`src/rtl/spi_ram_pkg.sv`:
```
// Shared constants and types for the SPI serial-RAM master.
package spi_ram_pkg;

  localparam logic [7:0] CMD_READ  = 8'h03;
  localparam logic [7:0] CMD_WRITE = 8'h02;

  // Bit counter width; covers the longest single phase (32 data bits).
  localparam int CNT_W = 6;

  typedef enum logic [2:0] {
    ST_IDLE,
    ST_CMD,
    ST_ADDR,
    ST_DATA,
    ST_DONE
  } state_t;

endpackage

```
`src/rtl/spi_ram_phase.sv`:
```
// SPI clock generator: CLK_DIV clk cycles low, then CLK_DIV high, per bit.
// rise/fall flag the clk edge on which spi_clk toggles 0->1 / 1->0.
module spi_ram_phase #(
  parameter int CLK_DIV = 1
) (
  input  logic clk,
  input  logic rst_n,
  input  logic run,
  output logic spi_clk,
  output logic rise,
  output logic fall
);

  localparam int DIV_W = (CLK_DIV > 1) ? $clog2(CLK_DIV) : 1;

  logic [DIV_W-1:0] cnt;
  logic             half_end;

  assign half_end = (cnt == DIV_W'(CLK_DIV - 1));
  assign rise     = run && !spi_clk && half_end;
  assign fall     = run &&  spi_clk && half_end;

  // Half-period counter; spi_clk is a register so it cannot glitch.
  always_ff @(posedge clk or negedge rst_n) begin
    if (!rst_n) begin
      cnt     <= '0;
      spi_clk <= 1'b0;
    end else if (!run) begin
      cnt     <= '0;
      spi_clk <= 1'b0;
    end else if (half_end) begin
      cnt     <= '0;
      spi_clk <= ~spi_clk;
    end else begin
      cnt <= cnt + 1'b1;
    end
  end

endmodule

```
`src/rtl/spi_ram_ctrl.sv`:
```
// 23LC-style SPI RAM master: one word read/write per request, sent as
// command byte, address (MSB first) and little-endian data burst.
module spi_ram_ctrl
  import spi_ram_pkg::*;
#(
  parameter int ADDR_W  = 16,
  parameter int DATA_W  = 16,
  parameter int CLK_DIV = 1
) (
  input  logic              clk,
  input  logic              rst_n,
  input  logic              req_valid,
  output logic              req_ready,
  input  logic              req_write,
  input  logic [ADDR_W-1:0] req_addr,
  input  logic [DATA_W-1:0] req_wdata,
  output logic              rsp_valid,
  output logic [DATA_W-1:0] rsp_rdata,
  output logic              busy,
  output logic              spi_select,
  output logic              spi_clk,
  output logic              spi_mosi,
  input  logic              spi_miso
);

  localparam int N = 8 + ADDR_W + DATA_W;

  state_t           state;
  logic [CNT_W-1:0] bit_cnt;
  logic             write_q;
  logic             rdy;
  logic [N-1:0]     sr;
  logic             run;
  logic             rise;
  logic             fall;
  logic             accept;

  // Byte-reverse a word: lowest-addressed byte travels first on the wire.
  function automatic logic [DATA_W-1:0] byte_swap(input logic [DATA_W-1:0] d);
    logic [DATA_W-1:0] r;
    r = '0;
    for (int i = 0; i < DATA_W / 8; i++) begin
      r[8*i +: 8] = d[DATA_W-8-8*i +: 8];
    end
    return r;
  endfunction

  assign req_ready = rdy;
  assign busy      = !rdy;
  assign accept    = (state == ST_IDLE) && req_valid && rdy;
  assign run       = (state == ST_CMD) || (state == ST_ADDR) || (state == ST_DATA);

  spi_ram_phase #(
    .CLK_DIV (CLK_DIV)
  ) u_phase (
    .clk     (clk),
    .rst_n   (rst_n),
    .run     (run),
    .spi_clk (spi_clk),
    .rise    (rise),
    .fall    (fall)
  );

  // Frame shift register: loaded on accept, shifts MISO in at each rising SPI edge.
  always_ff @(posedge clk) begin
    if (accept) begin
      sr <= {(req_write ? CMD_WRITE : CMD_READ), req_addr,
             (req_write ? byte_swap(req_wdata) : {DATA_W{1'b0}})};
    end else if (rise) begin
      sr <= {sr[N-2:0], spi_miso};
    end
  end

  // Transaction FSM with registered bus and response outputs.
  always_ff @(posedge clk or negedge rst_n) begin
    if (!rst_n) begin
      state      <= ST_IDLE;
      bit_cnt    <= '0;
      write_q    <= 1'b0;
      rdy        <= 1'b0;
      spi_select <= 1'b1;
      spi_mosi   <= 1'b0;
      rsp_valid  <= 1'b0;
      rsp_rdata  <= '0;
    end else begin
      rsp_valid <= 1'b0;
      case (state)
        ST_IDLE: begin
          rdy <= 1'b1;
          if (accept) begin
            state      <= ST_CMD;
            bit_cnt    <= CNT_W'(7);
            write_q    <= req_write;
            rdy        <= 1'b0;
            spi_select <= 1'b0;
            spi_mosi   <= req_write ? CMD_WRITE[7] : CMD_READ[7];
          end
        end
        ST_CMD, ST_ADDR, ST_DATA: begin
          if (fall) begin
            if (bit_cnt != '0) begin
              bit_cnt  <= bit_cnt - 1'b1;
              spi_mosi <= sr[N-1];
            end else if (state == ST_CMD) begin
              state    <= ST_ADDR;
              bit_cnt  <= CNT_W'(ADDR_W - 1);
              spi_mosi <= sr[N-1];
            end else if (state == ST_ADDR) begin
              state    <= ST_DATA;
              bit_cnt  <= CNT_W'(DATA_W - 1);
              spi_mosi <= sr[N-1];
            end else begin
              state      <= ST_DONE;
              spi_select <= 1'b1;
              spi_mosi   <= 1'b0;
              rsp_valid  <= 1'b1;
              if (!write_q) begin
                rsp_rdata <= byte_swap(sr[DATA_W-1:0]);
              end
            end
          end
        end
        ST_DONE: begin
          state <= ST_IDLE;
          rdy   <= 1'b1;
        end
        default: begin
          state <= ST_IDLE;
        end
      endcase
    end
  end

endmodule

```
`config.mk`:
```
export PLATFORM = sky130hd
export DESIGN_NAME = spi_ram_ctrl
export DESIGN_NICKNAME = d
export VERILOG_FILES = /design/src/rtl/spi_ram_pkg.sv /design/src/rtl/spi_ram_phase.sv /design/src/rtl/spi_ram_ctrl.sv
export SDC_FILE = /design/constraint.sdc
export NUM_CORES = 1
export LEC_CHECK = 0
export CAP_MARGIN = 20
export CORE_MARGIN = 2
export CORE_UTILIZATION = 40
export CTS_BUF_LIST = sky130_fd_sc_hd__clkbuf_16
export DETAILED_ROUTE_END_ITERATION = 12
export DONT_BUFFER_PORTS = 1
export HOLD_SLACK_MARGIN = 0.05
export PLACE_DENSITY = 0.64
export SLEW_MARGIN = 15
export SYNTH_ARGS = -nofsm -noshare
export SYNTH_HDL_FRONTEND = slang
export SYNTH_SLANG_ARGS = --single-unit
export TNS_END_PERCENT = 30
```
`constraint.sdc`:
```
create_clock -name clk -period 10.06 [get_ports clk]
set_input_delay 2.012 -clock clk [delete_from_list [all_inputs] [get_ports clk]]
set_output_delay 2.012 -clock clk [all_outputs]
set_load 0.01 [all_outputs]
```
==> results of run 1 <==
## cell families after synthesis
kind of cell,count (synthesis)
simple gates,140
fa+ha+maj,1
mux,17
buf+inv,22
flops,71
xor+xnor,2
compound gates,21
## path summary, 6_finish.rpt
check | end | slack [ns]
setup / recovery | sr[17]$_DFFE_PP_ | 6.66
hold / removal | write_q$_DFFE_PN0P_ | 0.48
setup reg to reg | rsp_rdata[11]$_DFFE_PN0P_ | 7.27
hold reg to reg | write_q$_DFFE_PN0P_ | 0.48
max in group asynchronous | spi_select$_DFFE_PN1P_ | 8.51
min in group asynchronous | rsp_rdata[11]$_DFFE_PN0P_ | 1.37
## tightest hold or removal path: stages, from the launching register on
cell	delay, ns
dfrtp_1	0.34
nand2_1	0.06
nand2_1	0.06
## cells in the final DEF (no fill, tap or decap), types with 2 or more instances in the layout
cell type	count
inv_6	2
mux2_4	10
inv_1	6
o21ai_0	5
and2_1	7
nor2_1	11
nand2_1	93
nand3_1	16
mux2_2	7
inv_4	2
nand2b_1	2
edfxtp_1	40
clkbuf_16	9
buf_4	3
xnor2_1	2
dfrtp_1	30
nor4_4	2
a21oi_1	4
nor3_1	4
## registers in the layout, indices dropped and copies added (netlist names), 3 cells and up
register,count
bit_cnt,6
rsp_rdata,16
sr,40
state,3
## per-layer routing
layer  routed length [um]  GRT usage [%]  vias to the layer above
met5                    0              0                        -
met2                 2560           22.7                       46
met4                  134           8.58                        0
met3                  331           3.58                       10
met1                 2600           19.4                      922
li1                     -              -                      933
## power groups by stage
stage | Combinational, uW | Clock [uW] | Sequential [uW]
after CTS | 245 | 320 | 586
after detailed placement | 243 | 0 | 590
final | 238 | 313 | 583
after global routing | 278 | 333 | 603
after global placement | 232 | 0 | 586
after floorplan | 212 | 0 | 562
## cell usage after synthesis, types with 2 or more instances
cell type | number | area, um2
a21oi_1 | 4 | 20.0
and2_1 | 7 | 43.8
buf_6 | 2 | 22.5
clkbuf_1 | 10 | 37.5
dfrtp_1 | 30 | 751
edfxtp_1 | 40 | 1200
inv_1 | 6 | 22.5
mux2_2 | 7 | 78.8
mux2_4 | 10 | 150
nand2_1 | 93 | 349
nand2b_1 | 2 | 12.5
nand3_1 | 16 | 80.1
nor2_1 | 11 | 41.3
nor3_1 | 4 | 20.0
o21ai_0 | 6 | 30.0
xnor2_1 | 2 | 17.5
## final cells by class
cell class	instances	share of cell area [%]
clock buffers	9	6.45
clock inverters	7	1.97
inverters	6	0.645
multi-input cells	181	30.0
flip-flops and latches	71	56.6
well taps	102	3.65
repair buffers	3	0.645
## per-stage QoR
step	power [uW]	utilization (%)	cell area (um2)	instances	hold slack (ns)
2_1_floorplan	773	-	3140	274	0.439
3_3_place_gp	818	41.8	3200	363	0.455
3_5_place_dp	834	41.8	3200	363	0.461
4_1_cts	1150	45.7	3490	379	0.488
5_1_grt	1210	45.7	3490	379	0.517
6_report	1130	45.7	3490	379	0.483
==> run metrics, run 1 <==
post-synthesis cell count 274; Hold Crit Class reg2reg; Achievable Freq slightly below 300 MHz; Sw Share 30.6%; synth-to-layout area growth 11.4%; first-pass GRT wire length approximately 9.6 mm; total gr overflow 0; Hold Startpoint write_q$_DFFE_PN0P_; clock slew at reported path FFs approximately 0.06 ns; Post-Syn Nets 312; Synth Area in Adders 0.399%; vias in the first global route 1947; worst endpoint required time around 10 ns; setup ws final 6.66 ns; full die area between 8000 and 9000 um2; IO Port Bufs 0; Register-to-Register Path Depth 6; critical path startpoint req_valid; EDFF count, synth 40; slowest CP cell buf_4; clock network fraction of total power ~28%; unrepaired setup endpoints after global routing no; Synth Flop Type edfxtp_1; layout cells sized above 1 16.2%; Max stage delay on crit path ~0.44 ns; worst vdd rail ir drop between 0.1 and 0.15 mV; largest net degree at the start of global routing between 40 and 50; Slew @ Worst Pin 0.895 ns; Worst path depth 5; max_cap viols 0; clock buffer depth 2; pre-CTS setup slack 6.29 ns; CP Launch Type input port; die width 92.5 um; Compound-Gate Fraction of Synth Area ~4.5%; FF-to-FF Start bit_cnt[0]$_DFFE_PN0P_; CTS Hold Bufs 0; core footprint 7650 um2; WL/cell between 10 and 15 um; root buffer cell clkbuf_16; largest family of logic cells by synthesized area simple AND/OR/NAND/NOR gates; cts bufs inserted 9; Final ANT Viol Nets 0; Crit Path Class in2reg; pwr/cell area around 320 nW/um2; share of total power in sequential cells between 50% and 60%; Layout Nets 310; GRT Resource Usage Total roughly 15%; Hold Fails Final Rpt 0; multiplexer area fraction after synthesis 7.30%; Crit path top cell by count buf_4; simple logic cell fraction of the synthesized area 20.0%; register area ~2000 um2; cell family with the largest share of critical-path delay buffers and inverters; CTS Sinks between 70 and 80; Worst setup EP type flop; Switch Pwr ~350 uW; Max Slew Vio Count 0; XOR/XNOR share of the synthesized area less than 1%; CP max FO 47; area of the multi-input gates between 1000 and 1500 um2; Ports 59; Rows 32; Residual DRC 0; initial drt markers 164; Worst EP arrival around 3.4 ns; Seq cells post-synth slightly above 70; drt pass-1 iters 4; Post-synth ARST share 43.7%; sequential share of the synthesized area a little over three fifths; Combinational Power Share between 20% and 30%; initial antenna violation count 0; vias between 1.5k and 2k; crit path buf inv count 2; Vert. Die Dim 92.5 um; final RePlAce weighted congestion roughly 0.74; final setup fails 0; library cells used by synthesis 40; synth warn 0; DP Wirelength ~3.7 mm; post-CTS setup buffer count 0; worst-path cell chain nand2_1 -> or4_1 -> buf_4 -> o21ai_4 -> buf_4; CTS tree done; Detailed Route WL around 5.6 mm; # fillers around 710; post-layout minimum cycle time ~3.4 ns; WHS Path Cells 2; total negative setup slack 0 ns; status complete, no violations; # diodes 0; Post-Syn Area ~3100 um2; Worst-Skew Late Latency approximately 0.33 ns; post-synthesis average cell area between 10 and 15 um2; clock skew roughly 0.0055 ns; CTS HTree Levels 3; fin crit share between 30% and 40%; post-cts resize count 0; Slew HR 40.3%; P_leak between 0.0015 and 0.002 uW; drt via density around 5; Initial Utilization 41.0%; Pint 787 uW
No activity file was read; power rests on OpenSTA's default activity.
==> inputs of run 2 (changes only) <==
--- a/config.mk
+++ b/config.mk
@@ -5,6 +5,7 @@
 export SDC_FILE = /design/constraint.sdc
 export NUM_CORES = 1
 export LEC_CHECK = 0
+export ABC_AREA = 1
 export CAP_MARGIN = 20
 export CORE_MARGIN = 2
 export CORE_UTILIZATION = 40
==> constraint.sdc (replaced) <==
create_clock -name clk -period 3.5 [get_ports clk]
set_input_delay 0.7 -clock clk [delete_from_list [all_inputs] [get_ports clk]]
set_output_delay 0.7 -clock clk [all_outputs]
set_load 0.01 [all_outputs]
==> run 2 against run 1 <==
Compared with the run above:
- die area is 2.2% higher
- register-to-register slack worse by 5.9 ns
- cell area is 2.4% higher
- critical path depth is 1 lower
- synthesized area is 2.4% higher
- worst hold slack worse by 0.42 ns
- first-iteration DRC count is 30% lower
- cell count is 18% higher
- clock skew is 0.0017 ns higher
- count of clock-buffer cells in the layout stayed put
- sequential share of layout area is 1.3 points lower
- largest cell class unchanged
==> run metrics, run 2 <==
final setup fails 0; number of flip-flops in the largest register 40; post-synthesis average cell area 9.38 um2; DP Wirelength approximately 4.3 mm; top cells by area, synth edfxtp_1 (37%), dfrtp_1 (23%), nand2_1 (18%); vias ~2.2k; top flop regs sr (40), rsp_rdata (16), bit_cnt (6); Post-Syn Nets 380; sequential share of the synthesized area about three fifths; post-layout minimum cycle time roughly 2.2 ns; Max Slew Vio Count 0; clock slew at reported path FFs 0.06 ns; Slew @ Worst Pin 0.581 ns; Worst-Skew Late Latency 0.33 ns; pwr/cell area 1020 nW/um2; library cells used by synthesis 28; initial antenna violation count 0; root buffer cell clkbuf_16; fin crit share 62.0%; Synth top area share between 30% and 40%; WHS between 0.06 and 0.07 ns; worst endpoint required time 3.52 ns; Final ANT Viol Nets 0; Vert. Die Dim between 90 and 100 um; most numerous cell in the Yosys netlist nand2_1; most frequent cells in the layout nand2_1 (151), edfxtp_1 (40), dfrtp_1 (30), inv_1 (25); overall power 3630 uW; Worst EP arrival between 2 and 2.5 ns; first-pass GRT wire length 10.1 mm; Worst setup EP type flop; Synth Area in Adders 0.390%; clock skew 0.00720 ns; Layout Nets 380; synth warn 0; # fillers 766; Rows 32; largest net degree at the start of global routing 34; CP max FO 27; XOR/XNOR share of the synthesized area less than 1%; Seq cells post-synth 71; total gr overflow 0; Post-Syn Area 3210 um2; clock buffer depth 2; WL/cell 13.4 um; drt pass-1 iters 4; CTS Hold Bufs 0; worst vdd rail ir drop 0.412 mV; Hold Crit Class in2async; # diodes 0; Residual DRC 0; EDFF count, synth 40; drt via density 4.82; commonest non-fill, non-tap cell in the layout nand2_1; post-CTS setup buffer count 0; post-cts resize count 0; CTS tree done; full die area 8760 um2; Compound-Gate Fraction of Synth Area approximately 3.9%; CP Launch Type flop; Final Core Density 46.0%; cts bufs inserted 9; Synth Flop Type edfxtp_1; unrepaired setup endpoints after global routing no; Post-synth ARST share about 44%; synth-to-layout area growth 11.4%; Synth top cells by count nand2_1 (152), edfxtp_1 (40), dfrtp_1 (30), inv_1 (25); final RePlAce weighted congestion around 0.84; largest family of logic cells by synthesized area simple AND/OR/NAND/NOR gates; GRT Resource Usage Total between 10% and 20%; Achievable Freq around 460 MHz; most flop-heavy register sr; layout cells sized above 1 9.22%; P_leak roughly 0.0017 uW; IO Port Bufs 0; Hold Fails Final Rpt 0; die width slightly above 90 um; Register-to-Register Path Depth 4; Ports 59; simple logic cell fraction of the synthesized area about 28%; Crit Path Class reg2reg; Detailed Route WL 6.04 mm; CTS HTree Levels 3; initial drt markers about 110; multiplexer area fraction after synthesis 0%; area leader, netlist edfxtp_1; max_cap viols 0; Initial Utilization 41.3%; core footprint between 7000 and 8000 um2; total negative setup slack 0 ns; Slew HR 61.2%; CTS Sinks between 70 and 80; vias in the first global route between 2k and 2.5k; post-synthesis cell count 342; status complete, no violations
==> run 2: cell types whose count changed in the layout (fill, tap and decap cells not counted), sizes merged, moves of 4 or more <==
cell | previous run | this run
and2 | 8 | 0
clkinv | 2 | 6
inv | 10 | 26
mux2 | 17 | 0
nand2 | 93 | 155
nand4 | 0 | 20
o21ai | 6 | 24
==> run 2: layout make-up <==
class                      instances  area [um2]  share of cell area, %
sequential                        71        1980                   55.3
multi-input combinational        230        1040                   29.2
clock buffer                       9         225                   6.30
tap                              102         128                   3.57
inverter                          27         104                   2.90
clock inverter                     7        73.8                   2.06
timing repair buffer               3        22.5                  0.630
==> run 2: worst paths after layout <==
check                           slack [ns]                   start                       end
min in group clk                      0.49  spi_select$_DFFE_PN1P_    spi_select$_DFFE_PN1P_
worst min-delay path                  0.07                   rst_n  rsp_rdata[6]$_DFFE_PN0P_
worst max-delay path                  1.33    state[0]$_DFFE_PN0P_          sr[28]$_DFFE_PP_
worst min register to register        0.49  spi_select$_DFFE_PN1P_    spi_select$_DFFE_PN1P_
worst max register to register        1.33    state[0]$_DFFE_PN0P_          sr[28]$_DFFE_PP_
max in group asynchronous             3.26                   rst_n    spi_select$_DFFE_PN1P_
==> run 2: kinds of logic after synthesis <==
| kind of cell | Yosys count |
|---|---|
| simple gates | 203 |
| flops | 71 |
| compound gates | 25 |
| buf+inv | 41 |
| fa+ha+maj | 1 |
| xor+xnor | 1 |
==> run 2: power breakdown <==
part,internal [uW],switching [uW]
Clock,552,338
Combinational,313,740
Sequential,1450,240
Total,2310,1320
==> run 2: critical path, cell delays in order, from the launching register on <==
cell and delay [ns]:
dfrtp_1 0.42, nor2_2 0.24, nand3_2 0.41, nand2_2 0.50, buf_4 0.29
==> run 2: per-stage QoR <==
step,instance area (um2),worst slack (ns),instances
global route,3580,1.14,449
floorplan,3210,0.982,342
detailed placement,3280,1.17,433
finish,3580,1.33,449
global placement,3280,1.21,433
CTS,3580,1.29,449
==> run 2: per-layer routing <==
metal | wire length [um] | share of wire (%) | global-route usage [%] | vias to the layer above
met3 | 272 | 4.5 | 3.46 | 8
met1 | 2930 | 49 | 20.8 | 989
met4 | 108 | 1.8 | 7.25 | 0
met2 | 2720 | 45 | 22.6 | 47
met5 | 0 | 0 | 0 | -
li1 | - | - | - | 1120
==> inputs of run 3 (changes only) <==
--- a/config.mk
+++ b/config.mk
@@ -5,7 +5,7 @@
 export SDC_FILE = /design/constraint.sdc
 export NUM_CORES = 1
 export LEC_CHECK = 0
-export ABC_AREA = 1
+export ABC_AREA = 0
 export CAP_MARGIN = 20
 export CORE_MARGIN = 2
 export CORE_UTILIZATION = 40
@@ -13,7 +13,7 @@
 export DETAILED_ROUTE_END_ITERATION = 12
 export DONT_BUFFER_PORTS = 1
 export HOLD_SLACK_MARGIN = 0.05
-export PLACE_DENSITY = 0.64
+export PLACE_DENSITY = 0.66
 export SLEW_MARGIN = 15
 export SYNTH_ARGS = -nofsm -noshare
 export SYNTH_HDL_FRONTEND = slang
==> constraint.sdc (replaced) <==
create_clock -name clk -period 1.75 [get_ports clk]
set_input_delay 0.35 -clock clk [delete_from_list [all_inputs] [get_ports clk]]
set_output_delay 0.35 -clock clk [all_outputs]
set_load 0.01 [all_outputs]
==> run 3 against run 2 <==
Compared with the run above:
- the run now ends with setup timing left
- die area decreased by 2.2%
- critical path depth increased by 3
- first-iteration DRC count increased by 39%
- sequential power increased by 92%
- worst hold slack improved by 0.072 ns
- non-clock buffer count increased by 30
- routed wire length increased by 5.3%
- sequential share of layout area decreased by 4.4 points
- clock power increased by 110%
- via count decreased by 4.1%
- largest cell class unchanged
- largest power group unchanged
==> run metrics, run 3 (synthesized netlist as in run 1, its figures left out) <==
vias 2076; CP Launch Type flop; vias in the first global route 2103; final RePlAce weighted congestion 0.830; CTS HTree Levels 3; first-pass GRT wire length between 10 and 15 mm; layout cells sized above 1 a little over a quarter; die width around 93 um; Crit Path Class reg2reg; top flop regs sr (40), rsp_rdata (16), bit_cnt (6); area of the multi-input gates ~1100 um2; most flop-heavy register sr; Sw Share between 30% and 40%; failing checks setup timing; WL/cell approximately 16 um; # diodes 0; Rows 32; Worst-Skew Late Latency between 0.3 and 0.4 ns; pwr/cell area about 1900 nW/um2; Final ANT Viol Nets 0; overall power 7290 uW; Switch Pwr 2220 uW; Worst EP arrival roughly 2.3 ns; Vert. Die Dim 92.5 um; full die area ~8600 um2; Achievable Freq slightly below 500 MHz; most frequent cells in the layout nand2_1 (93), edfxtp_1 (40), dfrtp_1 (30), buf_4 (24), nand3_1 (16); Ports 59; CTS tree done; Layout Nets between 300 and 400; Design Area, Final slightly below 4000 um2; Slew @ Worst Pin approximately 0.51 ns; max_cap viols 0; Initial Utilization around two fifths; root buffer cell clkbuf_16; synth-to-layout area growth 23.8%; Max Slew Vio Count 0; post-layout minimum cycle time approximately 2.1 ns; Worst setup EP type flop; cts bufs inserted 9; clock network fraction of total power 26.1%; setup ws final -0.319 ns; core footprint approximately 7600 um2; clock buffer depth 2; clock skew roughly 0.0073 ns; GRT Resource Usage Total 15.9%; worst endpoint required time just under 2 ns; CTS Sinks 71; total negative setup slack -5.01 ns; largest net degree at the start of global routing 32; Slew HR 65.8%; commonest non-fill, non-tap cell in the layout nand2_1; drt pass-1 iters 4; drt via density between 5 and 6; initial drt markers ~160; clock slew at reported path FFs 0.06 ns; Post-Place Cell Area ~3500 um2; register area between 1500 and 2000 um2; share of total power in sequential cells 44.4%; DP Wirelength roughly 4.3 mm; Hold Fails Final Rpt 0; worst vdd rail ir drop between 0.9 and 1 mV; Pint a little over 5000 uW; final setup fails 22; Combinational Power Share 29.5%; fin crit share 118%; Detailed Route WL approximately 6.4 mm; # fillers 660; total gr overflow 0; CP max FO 9; unrepaired setup endpoints after global routing yes; IO Port Bufs 0; Hold Crit Class in2reg; P_leak about 0.0017 uW; status finished with violations; number of flip-flops in the largest register 40; placed cells 390; Residual DRC 0; fin cells roughly 410; initial antenna violation count 0
[run 3: path summary, 6_finish.rpt]
kind	startpoint	to	slack, ns	cells past startpoint
max	bit_cnt[1]$_DFFE_PN0P_	rsp_rdata[12]$_DFFE_PN0P_	-0.32	7
min	req_write	write_q$_DFFE_PN0P_	0.14	2
max reg2reg	bit_cnt[1]$_DFFE_PN0P_	rsp_rdata[12]$_DFFE_PN0P_	-0.32	7
min reg2reg	write_q$_DFFE_PN0P_	write_q$_DFFE_PN0P_	0.49	2
max in group asynchronous	rst_n	spi_select$_DFFE_PN1P_	1.04	2
min in group asynchronous	rst_n	rsp_valid$_DFF_PN0_	0.46	2
[run 3: cell type report]
| cell class | count | share of cell area, % |
|---|---|---|
| flip-flops and latches | 71 | 51.0 |
| inverters | 6 | 0.580 |
| multi-input cells | 181 | 28.6 |
| clock buffers | 9 | 5.80 |
| repair buffers | 33 | 8.44 |
| clock inverters | 7 | 2.29 |
| well taps | 102 | 3.29 |
[run 3: through the flow]
stage	setup slack, ns	hold slack, ns	util (%)
after global routing	-0.421	0.133	50.8
after detailed placement	-0.381	0.0555	45.2
after CTS	-0.364	0.120	50.4
after floorplan	-0.374	0.0544	-
final	-0.319	0.139	50.8
after global placement	-0.324	0.0557	45.2
[run 3: worst max-delay path: stages (launching register included)]
cell	delay [ns]
dfrtp_1	0.38
inv_2	0.07
ha_4	0.13
or4b_4	0.48
nor4_4	0.16
and3b_2	0.25
buf_8	0.15
mux2_2	0.33
[run 3: power by group through the flow]
stage                     registers (uW)  clock network, uW  logic [uW]
after floorplan                     3180                  0        1260
after global placement              3260                  0        1870
after detailed placement            3280                  0        1950
after CTS                           3250               1940        2090
after global routing                3330               2020        2390
final                               3240               1900        2150
[run 3: timing repair]
action | 4_1_cts | 5_1_grt
pin swaps | 1 | 3
hold buffers | 2 | 0
setup endpoints to repair | 25 | 51
endpoints found under the hold margin | 31 | 0
resized for setup | 13 | 7
setup buffers | 0 | 1
[run 3: per-layer routing]
metal / up-vias / wire [um] / track usage, %
li1: 991 / - / -
met5: - / 0 / 0
met3: 6 / 348 / 5.94
met2: 68 / 3090 / 24.0
met4: 0 / 44 / 5.22
met1: 1011 / 2870 / 21.2
